<file path="src/rtl/ddr3_int_traffic_driver.sv">
// DDR3 example-design traffic driver: write/read/compare passes on the local
// interface, reporting pnf, pnf_per_byte, test_complete and test_status.
//
// Ports:
//   clk, reset (async, active-high), local_init_done
//   local_ready, local_write_req, local_read_req, local_burstbegin
//   local_address, local_size, local_be, local_wdata
//   local_rdata, local_rdata_valid
//   pnf, pnf_per_byte, test_complete, test_status
//
// Optional build macro: DRIVER_ERR_INJECT_EN
//   When defined, the pass-0 / idx-3 write has wdata bit 0 inverted.
//   When undefined, write data is always the exact pattern.

module ddr3_int_traffic_driver #(
  parameter int LOCAL_DATA_BITS = 128,
  parameter int ADDR_BITS       = 24,
  parameter int BASE_ADDR       = 0,
  parameter int NUM_WORDS       = 16,
  parameter int NUM_PASSES      = 4
) (
  input  logic                         clk,
  input  logic                         reset,
  input  logic                         local_init_done,
  input  logic                         local_ready,
  output logic                         local_write_req,
  output logic                         local_read_req,
  output logic                         local_burstbegin,
  output logic [ADDR_BITS-1:0]         local_address,
  output logic                         local_size,
  output logic [LOCAL_DATA_BITS/8-1:0] local_be,
  output logic [LOCAL_DATA_BITS-1:0]   local_wdata,
  input  logic [LOCAL_DATA_BITS-1:0]   local_rdata,
  input  logic                         local_rdata_valid,
  output logic                         pnf,
  output logic [LOCAL_DATA_BITS/8-1:0] pnf_per_byte,
  output logic                         test_complete,
  output logic [7:0]                   test_status
);

  localparam int NB = LOCAL_DATA_BITS / 8;
  localparam int NL = LOCAL_DATA_BITS / 32;

  // 17 bits holds NUM_WORDS itself (up to 2^16) for the rx count.
  localparam int IW = 17;

  localparam logic [IW-1:0] LAST_IDX = IW'(NUM_WORDS - 1);
  localparam logic [IW-1:0] ALL_RX   = IW'(NUM_WORDS);
  localparam logic [7:0]    LAST_P   = 8'(NUM_PASSES - 1);

  localparam logic [2:0] S_IDLE  = 3'd0;
  localparam logic [2:0] S_WRITE = 3'd1;
  localparam logic [2:0] S_READ  = 3'd2;
  localparam logic [2:0] S_WAIT  = 3'd3;
  localparam logic [2:0] S_DONE  = 3'd4;

  logic [2:0]    r_state;
  logic [7:0]    r_pass;
  logic [IW-1:0] r_idx;
  logic [IW-1:0] r_rx;
  logic          r_gap;
  logic [NB-1:0] r_pnf_pb;
  logic          r_pnf;
  logic          r_stray;

  logic                       w_wr;
  logic                       w_rd;
  logic                       w_acc;
  logic                       w_last;
  logic                       w_inj;
  logic                       w_rx_ok;
  logic                       w_cmp;
  logic                       w_stray;
  logic [LOCAL_DATA_BITS-1:0] w_wpat;
  logic [LOCAL_DATA_BITS-1:0] w_rpat;
  logic [NB-1:0]              w_bad;
  logic [NB-1:0]              w_pb_nxt;

  // Word = {pass, idx zero-extended to 24 bits}; odd 32-bit lanes inverted.
  function automatic logic [LOCAL_DATA_BITS-1:0] f_pat(
    input logic [7:0]    p,
    input logic [IW-1:0] i
  );
    logic [31:0]                w;
    logic [LOCAL_DATA_BITS-1:0] d;
    w = {p, 7'd0, i};
    d = '0;
    for (int k = 0; k < NL; k++) begin
      d[k*32 +: 32] = k[0] ? ~w : w;
    end
    return d;
  endfunction

  assign w_wr   = (r_state == S_WRITE);
  assign w_rd   = (r_state == S_READ) && !r_gap;
  assign w_acc  = (w_wr || w_rd) && local_ready;
  assign w_last = (r_idx == LAST_IDX);

`ifdef DRIVER_ERR_INJECT_EN
  assign w_inj = (r_pass == 8'd0) && (r_idx == IW'(3));
`else
  assign w_inj = 1'b0;
`endif

  assign w_wpat = f_pat(r_pass, r_idx);
  assign w_rpat = f_pat(r_pass, r_rx);

  // Returns are only legal while reads are outstanding for this pass.
  assign w_rx_ok = ((r_state == S_READ) || (r_state == S_WAIT))
                && (r_rx != ALL_RX);
  assign w_cmp   = local_rdata_valid && w_rx_ok;
  assign w_stray = local_rdata_valid && !w_rx_ok;

  always_comb begin
    w_bad = '0;
    for (int b = 0; b < NB; b++) begin
      w_bad[b] = |(local_rdata[b*8 +: 8] ^ w_rpat[b*8 +: 8]);
    end
  end

  always_comb begin
    w_pb_nxt = r_pnf_pb;
    if (w_stray) begin
      w_pb_nxt = '0;
    end else if (w_cmp) begin
      w_pb_nxt = r_pnf_pb & ~w_bad;
    end
  end

  always_ff @(posedge clk or posedge reset) begin
    if (reset) begin
      r_state  <= S_IDLE;
      r_pass   <= '0;
      r_idx    <= '0;
      r_rx     <= '0;
      r_gap    <= 1'b0;
      r_pnf_pb <= '1;
      r_pnf    <= 1'b1;
      r_stray  <= 1'b0;
    end else begin
      r_pnf_pb <= w_pb_nxt;
      r_pnf    <= &w_pb_nxt;
      if (w_stray) begin
        r_stray <= 1'b1;
      end
      if (w_cmp) begin
        r_rx <= r_rx + 1'b1;
      end
      unique case (r_state)
        S_IDLE: begin
          if (local_init_done) begin
            r_state <= S_WRITE;
            r_idx   <= '0;
            r_pass  <= '0;
            r_rx    <= '0;
          end
        end
        S_WRITE: begin
          if (w_acc) begin
            if (w_last) begin
              r_state <= S_READ;
              r_idx   <= '0;
              r_gap   <= 1'b1;
            end else begin
              r_idx <= r_idx + 1'b1;
            end
          end
        end
        S_READ: begin
          if (r_gap) begin
            r_gap <= 1'b0;
          end else if (w_acc) begin
            if (w_last) begin
              r_state <= S_WAIT;
            end else begin
              r_idx <= r_idx + 1'b1;
            end
          end
        end
        S_WAIT: begin
          if (r_rx == ALL_RX) begin
            if (r_pass == LAST_P) begin
              r_state <= S_DONE;
            end else begin
              r_state <= S_WRITE;
              r_pass  <= r_pass + 1'b1;
              r_idx   <= '0;
              r_rx    <= '0;
            end
          end
        end
        S_DONE: begin
          r_state <= S_DONE;
        end
        default: begin
          r_state <= S_IDLE;
        end
      endcase
    end
  end

  assign local_write_req  = w_wr;
  assign local_read_req   = w_rd;
  assign local_burstbegin = w_wr || w_rd;
  assign local_address    = ADDR_BITS'(BASE_ADDR)
                          + ADDR_BITS'(r_idx);
  assign local_size       = 1'b1;
  assign local_be         = '1;
  assign local_wdata      = w_wpat
                          ^ {{(LOCAL_DATA_BITS-1){1'b0}}, w_inj};
  assign pnf              = r_pnf;
  assign pnf_per_byte     = r_pnf_pb;
  assign test_complete    = (r_state == S_DONE);
  assign test_status      = {r_stray, 1'b0, r_pass[2:0], r_state};

endmodule

</file>
<file path="config.mk">
export PLATFORM = sky130hd
export DESIGN_NAME = ddr3_int_traffic_driver
export DESIGN_NICKNAME = d
export VERILOG_FILES = /design/src/rtl/ddr3_int_traffic_driver.sv
export SDC_FILE = /design/constraint.sdc
export NUM_CORES = 1
export LEC_CHECK = 0
export ABC_CLOCK_PERIOD_IN_PS = 3470
export CELL_PAD_IN_SITES_DETAIL_PLACEMENT = 1
export CELL_PAD_IN_SITES_GLOBAL_PLACEMENT = 2
export CORE_UTILIZATION = 21
export DETAILED_ROUTE_END_ITERATION = 8
export PLACE_DENSITY = 0.83
export REMOVE_ABC_BUFFERS = 1
export SLEW_MARGIN = 20
export SYNTH_ARGS = -nofsm -noshare
export SYNTH_HDL_FRONTEND = slang
export SYNTH_SLANG_ARGS = --single-unit
</file>
<file path="constraint.sdc">
create_clock -name clk -period 3.47 [get_ports clk]
set_clock_uncertainty 0.1 [all_clocks]
set_input_delay 0.5205 -clock clk [delete_from_list [all_inputs] [get_ports clk]]
set_output_delay 0.5205 -clock clk [all_outputs]
set_load 0.02 [all_outputs]
</file>
* Yosys cells after proc, flatten, opt, wreduce, memory -nomap -nowiden
Index checks and enable logic that the tools add are counted.
** Storage, ports and cells
- Register bits after elaboration :: 64
- Input port bits :: 133
- Output and inout bits :: 198
- Word-level logic and storage cells :: 114
** Cells by class
- $add $sub $neg :: 3
- Equal/unequal tests :: 17
- Muxes and demuxes :: 32
- Bitwise logic cells :: 20
- Reductions and logical operators :: 34
** Operators by type and width (number)
- $mux W17 :: 12
- $reduce_or A8 Y1 :: 16
- $xor A8 B8 Y8 :: 14
- $pmux W17 S4 :: 1
- $not A32 Y32 :: 2
- $add A17 B1 Y17 const B :: 2
- $pmux W17 S2 :: 1
- $mux W16 :: 2
- $mux W3 :: 8
- $mux W8 :: 3
- $eq A17 B4 Y1 const B :: 1
- $eq A17 B5 Y1 const B :: 1
- $ne A17 B5 Y1 const B :: 1
- $and A16 B16 Y16 :: 1
- $not A16 Y16 :: 1
- $pmux W8 S2 :: 1
- $reduce_and A16 Y1 :: 1
- $xor A8 B1 Y8 :: 2
- $pmux W3 S5 :: 1
- $ne A2 B2 Y1 const B :: 6
- $add A8 B1 Y8 const B :: 1
- $eq A8 B2 Y1 const B :: 1
- $reduce_and A8 Y1 :: 1
- $reduce_and A7 Y1 :: 1
- other kinds (14) :: 25

* Longest topological paths before layout
Gate-level depths: netlist (run 1).
- Word-level depth :: 8
- Gate-level depth with buffers :: 10
- Depth with buffers taken out :: 8

* Least setup slack after synthesis (run 1)
No wires, ideal clock.
- Path type :: register to register
- From :: register r_rx[1]
- To :: register r_rx[9]
- Library setup time :: 0.077 ns
- Arrival time :: 2.335 ns
- Required time :: 3.293 ns
- Setup slack :: 0.957 ns
- Cell stages (with the launch flop) :: 10
- Buffers on the path :: 2
- Clock period less this slack :: 2.513 ns
- Cell sequence :: dfrtp_1 -> clkbuf_1 -> inv_1 -> ha_1 -> nor4b_4 -> and4_2 -> or4b_1 -> clkbuf_1 -> or3_1 -> a21oi_1
** Between the ends
- Cells in the longest elaborated chain, start to end :: 7
- Elaborated cells on any way between the ends :: 10
- Classes of those cells :: add/sub: 1; eq/ne: 2; mux: 5; reduce/logical: 2
** RTL lines
- from (decl) :: line 60 : logic [IW-1:0] r_rx;
- from (signal assigned) :: line 147 : r_rx <= r_rx + 1'b1;
- branches (longest 6 deep; another with $add A17 B1 Y17)
- $pmux W17 S2 (*) :: line 149 : unique case (r_state)
Mark *: on every way between the ends.
A chain may end at the register's enable or synchronous reset.

* Worst setup path after layout (run 1)
- From :: register r_state[1]
- To :: output port local_burstbegin
** Between the ends
- Cells in the longest elaborated chain, start to end :: 3
- Elaborated cells on any way between the ends :: 4
- Classes of those cells :: eq/ne: 2; reduce/logical: 2
** RTL lines
- from (decl) :: line 57 : logic [2:0] r_state;
- from (signal assigned) :: line 132 : r_state <= S_IDLE;
- from (signal assigned) :: line 152 : r_state <= S_WRITE;
- from (signal assigned) :: line 161 : r_state <= S_READ;
- $eq A3 B2 Y1 :: line 95 : assign w_rd = (r_state == S_READ) && !r_gap;
- $logic_and A1 B1 Y1 :: line 95
- $logic_or A1 B1 Y1 (*) :: line 204 : assign local_burstbegin = w_wr || w_rd;
- to (decl) :: line 28 : output logic local_burstbegin,
Mark *: on every way between the ends. The rest lies on a longest branch, timed or not.

==> out/metrics.cfg, run 1 <==
[run_status]
status = finished, final reports clean

[clock_network]
postCtsHoldBufs = 0
clock_latency_ns = 0.34
htreeDepth = 3
cts_tree = built
clk_path_buf_depth = 2
cts_setup_buffers = 0
cts_resized = 0
path_clk_slew_ns = 0.07
cts.sinks = 64
cts_made_buffers = 9
clock-root-buffer = clkbuf_16

[setup_path]
reg2reg_to = r_rx[5]
setup.worst_path.end_class = output port
cp.arrival_ns = 2.15
crit_path_start_kind = flop
ff2ff_setup_slack_ns = 0.70
worst-setup-path-type = flop to output port
required_ns = 2.85
crit_end = local_burstbegin
cp_max_fo = 14
r2r_start = r_rx[0]
rr_worst_depth = 7
startpoint = r_state[1]

[timing]
period_share_pct = 79.9
hold_violations = 0
finalSetupViolCount = 0
tightestPinTransition_ns = 0.762
slew_headroom_pct = 49.2
max_freq_mhz = 361
slew_violations = 0
tns_ns = 0
period_needed_ns = 2.77
rsz0062_at_grt = no

[final_layout]
n_antenna_cell = 0
stdcell_count = 1196
fill_cells = 3135
final_area_mm2 = 0.00840
drive_gt1_share_pct = 7.49
area_growth_pct = 46.0
fin_nets = 987

[run]
cap_violations = 0

[yosys]
syn_area_mm2 = 0.00576
synth_commonest_cells = buf_4, xnor2_1, xor2_1, dfrtp_1, nor2_1
synth_top_area_cell = dfrtp_1
ys_seq_area_share_pct = 28.2
synth_flop_cell = dfrtp_1
avgSynthCellArea_um2 = 8.68
ys_types = 57
post-synth-top-count-cell = buf_4
netlist_instances = 663
yosysTopAreaCellShare_pct = 20.4
synthArstFlopShare_pct = 100
synthTopCellsByArea = dfrtp_1, buf_4, xnor2_1
synth_seq_cells = 64
synth_edf_count = 0
ys_warn_count = 0

[grt]
grt_max_degree = 36
grt_pass1_vias = 5292
grt_overflow = 0
grt_pass1_wl_mm = 30.5
track_usage_pct = 14.0
antenna_found_initial = 0

[floorplanning]
ios = 331
core_area_mm2 = 0.0270
dieArea_mm2 = 0.0281
initial_utilization_pct = 21.4
die_x_um = 168
die_h_um = 168
rows = 60

[pwr]
switching_share_pct = 41.4
powerDensity_mw_per_mm2 = 489
ir_worst_vdd_mv = 0.409
power_frac_clock_pct = 23.5
intPower_mw = 2.41
p_leak_nw = 3.31
seqPwrFrac_pct = 25.4
power.switching_mw = 1.70
combPwrFrac_pct = 51.0

[routing]
drt_first_iter_violations = 157
via_per_inst = 4.34
routed_wl_mm = 20.0
first_pass_iters = 4
post_drt_wl_per_cell_um = 16.7
final_antenna_net_count = 0
drc = 0
via_count = 5191

[placement]
place_area_mm2 = 0.00808
placedCellCount = 1180
port_buffers = 277
place.gp.congestion = 0.734
dp_hpwl_mm = 16.0

[min_path]
min_from = r_stray
hp-class = flop to flop

[power groups by stage]
stage	clock network, mW	registers (mW)	logic (mW)
after CTS	1.00	1.05	2.13
after detailed placement	0	1.06	2.11
final	0.966	1.04	2.10
after global placement	0	1.05	2.10
after global routing	1.02	1.07	2.22
after floorplan	0	1.29	0.712
[how the worst min path moves through the flow]
stage / endpoint / slack, ns / depth (start not counted)
4_1_cts: r_stray / 0.39 / 1
3_5_place_dp: r_stray / 0.38 / 1
3_3_place_gp: r_stray / 0.35 / 1
2_1_floorplan: pnf_per_byte[5] / 0.42 / 2
6_report: r_stray / 0.38 / 1
5_1_grt: r_stray / 0.43 / 1
[state kept, by name, summed over array words and instances (netlist names)]
name / flops
r_stray: 1
r_state: 3
r_pass: 8
r_gap: 1
r_idx: 17
pnf_per_byte: 16
r_rx: 17
pnf: 1
[logic make-up (layout without fill, tap and decap cells)]
family	count (synthesis)	after routing	synth area share, %
DFF	64	64	28.2
muxes	2	2	0.348
AOI/OAI and AO/OA	67	67	7.98
adders and majority gates	4	4	0.870
other	2	53	0.130
xor gates and xnor gates	119	119	18.1
buffers and inverters	203	344	22.9
and+or+nand+nor	202	202	21.5
[worst max-delay path, stage by stage, from the launching register on]
cell             delay (ns)
dfrtp_1                0.35
buf_4                  0.20
nor2b_1                0.24
nor3b_1                0.27
or2_2                  0.15
clkdlybuf4s50_1        0.60
[metal layers]
| layer | vias to the layer above | track usage, % | wire length (µm) |
|---|---|---|---|
| li1 | 2432 | - | - |
| met1 | 2560 | 17.8 | 8970 |
| met2 | 189 | 24.5 | 9940 |
| met3 | 10 | 2.13 | 924 |
| met4 | 0 | 3.39 | 175 |
| met5 | - | 0 | 0 |
[metrics by stage]
stage / setup slack [ns] / utilization [%] / power [mW] / hold WS (ns)
after CTS: 0.650 / 31.2 / 4.17 / 0.391
after detailed placement: 0.660 / 30.0 / 3.17 / 0.376
after global placement: 0.680 / 30.0 / 3.16 / 0.351
after global routing: 0.479 / 31.2 / 4.31 / 0.428
after floorplan: 0.391 / - / 2.00 / 0.420
final: 0.699 / 31.2 / 4.11 / 0.380
[area by class of cell]
type	count	area, µm²	area share [%]
inverter	40	150	1.79
tap	341	427	5.08
timing repair buffer	288	2870	34.1
clock inverter	5	42.5	0.506
multi-input combinational	447	3020	35.9
sequential	64	1620	19.3
clock buffer	11	275	3.28
[cell usage in the layout, fill, tap and decap left out, drive strengths merged, types with 2 or more instances in the layout]
| master | instances |
|---|---|
| dfstp | 17 |
| and3 | 5 |
| nor2 | 43 |
| buf | 11 |
| clkdlybuf4s50 | 277 |
| nand2 | 21 |
| mux2i | 2 |
| o21ai | 18 |
| conb | 53 |
| and2 | 3 |
| dfrtp | 47 |
| nor3b | 4 |
| clkinv | 3 |
| o211a | 2 |
| a221o | 2 |
| a311o | 6 |
| nor4 | 20 |
| o22ai | 4 |
| or4 | 4 |
| ha | 4 |
| clkbuf | 11 |
| nand3 | 18 |
| a21boi | 3 |
| xnor2 | 63 |
| nor3 | 23 |
| a21o | 2 |
| or2 | 2 |
| xor2 | 56 |
| a211o | 5 |
| a21oi | 17 |
| or3 | 10 |
| or4b | 5 |
| nor2b | 3 |
| o21a | 2 |
| nand4 | 33 |
| inv | 42 |
| nor4b | 3 |
(Power assumes the default switching activity.)
==> inputs of run 2 (changes only) <==
- ABC_CLOCK_PERIOD_IN_PS: 3470 -> 2800
- clock period: 3.47 -> 2.8 ns (I/O delays scaled with it)
==> run 2 against run 1 <==
Compared with the run above: total power up 29%; via count up 2.5%; final cell count up 3.4%; highest routed layer unchanged; clock-buffer cell count up 1; non-clock buffer count up 41; combinational power up 36%; worst hold slack worse by 0.0070 ns; largest cell class is now buffers; sequential cell count unchanged.
==> out/metrics.cfg, run 2 (synthesis results as in run 1) <==
[run_status]
status = finished, final reports clean

[clock_network]
cts.sinks = 64
cts_resized = 0
clock_latency_ns = 0.34
clock-root-buffer = clkbuf_16
path_clk_slew_ns = 0.06
cts_tree = built
cts_made_buffers = 9
cts_setup_buffers = 0
htreeDepth = 3
clk_path_buf_depth = 2
postCtsHoldBufs = 0

[placement]
place_area_mm2 = 0.00839
port_buffers = 277
dp_hpwl_mm = 16.3
place_ws_ns = 0.166
place.gp.congestion = 0.734

[floorplanning]
dieArea_mm2 = 0.0281
initial_utilization_pct = 21.4
core_area_mm2 = 0.0270
ios = 331
rows = 60
die_x_um = 168
die_h_um = 168

[timing]
period_share_pct = 94.2
rsz0062_at_grt = no
hold_violations = 0
slew_headroom_pct = 52.8
setup_ws_ns = 0.162
period_needed_ns = 2.64
tightestPinTransition_ns = 0.708
slew_violations = 0
finalSetupViolCount = 0
max_freq_mhz = 379

[routing]
routed_wl_mm = 20.4
first_pass_iters = 4
via_per_inst = 4.30
post_drt_wl_per_cell_um = 16.5
final_antenna_net_count = 0
drt_first_iter_violations = 233
via_count = 5320
drc = 0

[min_path]
hp-class = flop to flop
hold_end = r_stray
min_from = r_stray
holdPathStages = 1

[setup_path]
ff2ff_setup_slack_ns = 0.27
reg2reg_to = r_idx[13]
setup.worst_path.end_class = output port
cp.arrival_ns = 2.12
crit_slowest_cell = clkdlybuf4s50_1
worst-setup-path-type = flop to output port
required_ns = 2.28
crit_path_start_kind = flop
slowest_delay_ns = 0.68
path_cells = buf_4, nor3b_1, clkdlybuf4s50_1
cp_max_fo = 10
r2r_start = r_idx[16]
rr_worst_depth = 6

[final_layout]
fill_cells = 3127
area_growth_pct = 51.6
final_cell_mix = clkdlybuf4s50_1, xnor2_1, xor2_1
mostFrequentLayoutCell = clkdlybuf4s50_1
fin_nets = 1028
final_area_mm2 = 0.00873
n_antenna_cell = 0
drive_gt1_share_pct = 11.7

[pwr]
ir_worst_vdd_mv = 0.550
powerDensity_mw_per_mm2 = 605
p_leak_nw = 3.54
power_mw = 5.28

[grt]
top_usage_layer = met2
grt_pass1_wl_mm = 31.4
grt_overflow = 0
grt_max_degree = 65
met3_usage_pct = 2.25
grt_pass1_vias = 5450
use_met1_pct = 18.2
antenna_found_initial = 0
use_met2_pct = 25.1
track_usage_pct = 14.3

[run]
cap_violations = 0

[run 2: area by class of cell]
cell class                      count  area [µm²]  area share [%]
Timing Repair Buffer              329        3180            36.4
Multi-Input combinational cell    447        3020            34.6
Sequential cell                    64        1620            18.6
Tap cell                          341         427            4.89
Clock buffer                       12         300            3.44
Inverter                           40         150            1.72
Clock inverter                      4        35.0           0.401
[run 2: report_power, final]
| group | total, mW | switching [mW] | internal [mW] |
|---|---|---|---|
| clock | 1.26 | 0.489 | 0.774 |
| combinational | 2.85 | 1.52 | 1.33 |
| sequential | 1.16 | 0.135 | 1.03 |
[run 2: critical path, delay by kind of cell (launching register included)]
family | cells | cell delay (ns)
buffers and inverters | 2 | 0.91
flip-flops | 1 | 0.50
AND/OR/NAND/NOR | 1 | 0.36
[run 2: how the worst max path moves through the flow]
stage                                from          endpoint  slack [ns]  cells past startpoint
after floorplan                r_state[1]         r_pass[7]       -0.28                      6
after global placement    local_rdata[37]               pnf        0.20                      7
after detailed placement  local_rdata[37]               pnf        0.17                      7
after CTS                      r_state[0]     test_complete        0.13                      3
after global routing           r_state[1]  local_burstbegin        0.06                      4
final                          r_state[0]     test_complete        0.16                      3
[run 2: metal layers]
layer	routed length, µm	vias up
met4	253	0
met5	0	-
met2	10300	199
met1	8910	2589
met3	992	16
li1	-	2516
[run 2: stage by stage]
step / util [%] / setup TNS [ns] / cells / hold slack, ns
final: 32.4 / 0 / 1237 / 0.373
after global routing: 32.4 / 0 / 1237 / 0.415
after CTS: 32.4 / 0 / 1237 / 0.380
after detailed placement: 31.1 / 0 / 1221 / 0.365
after global placement: 31.1 / 0 / 1221 / 0.352
after floorplan: - / -1.53 / 551 / 0.395
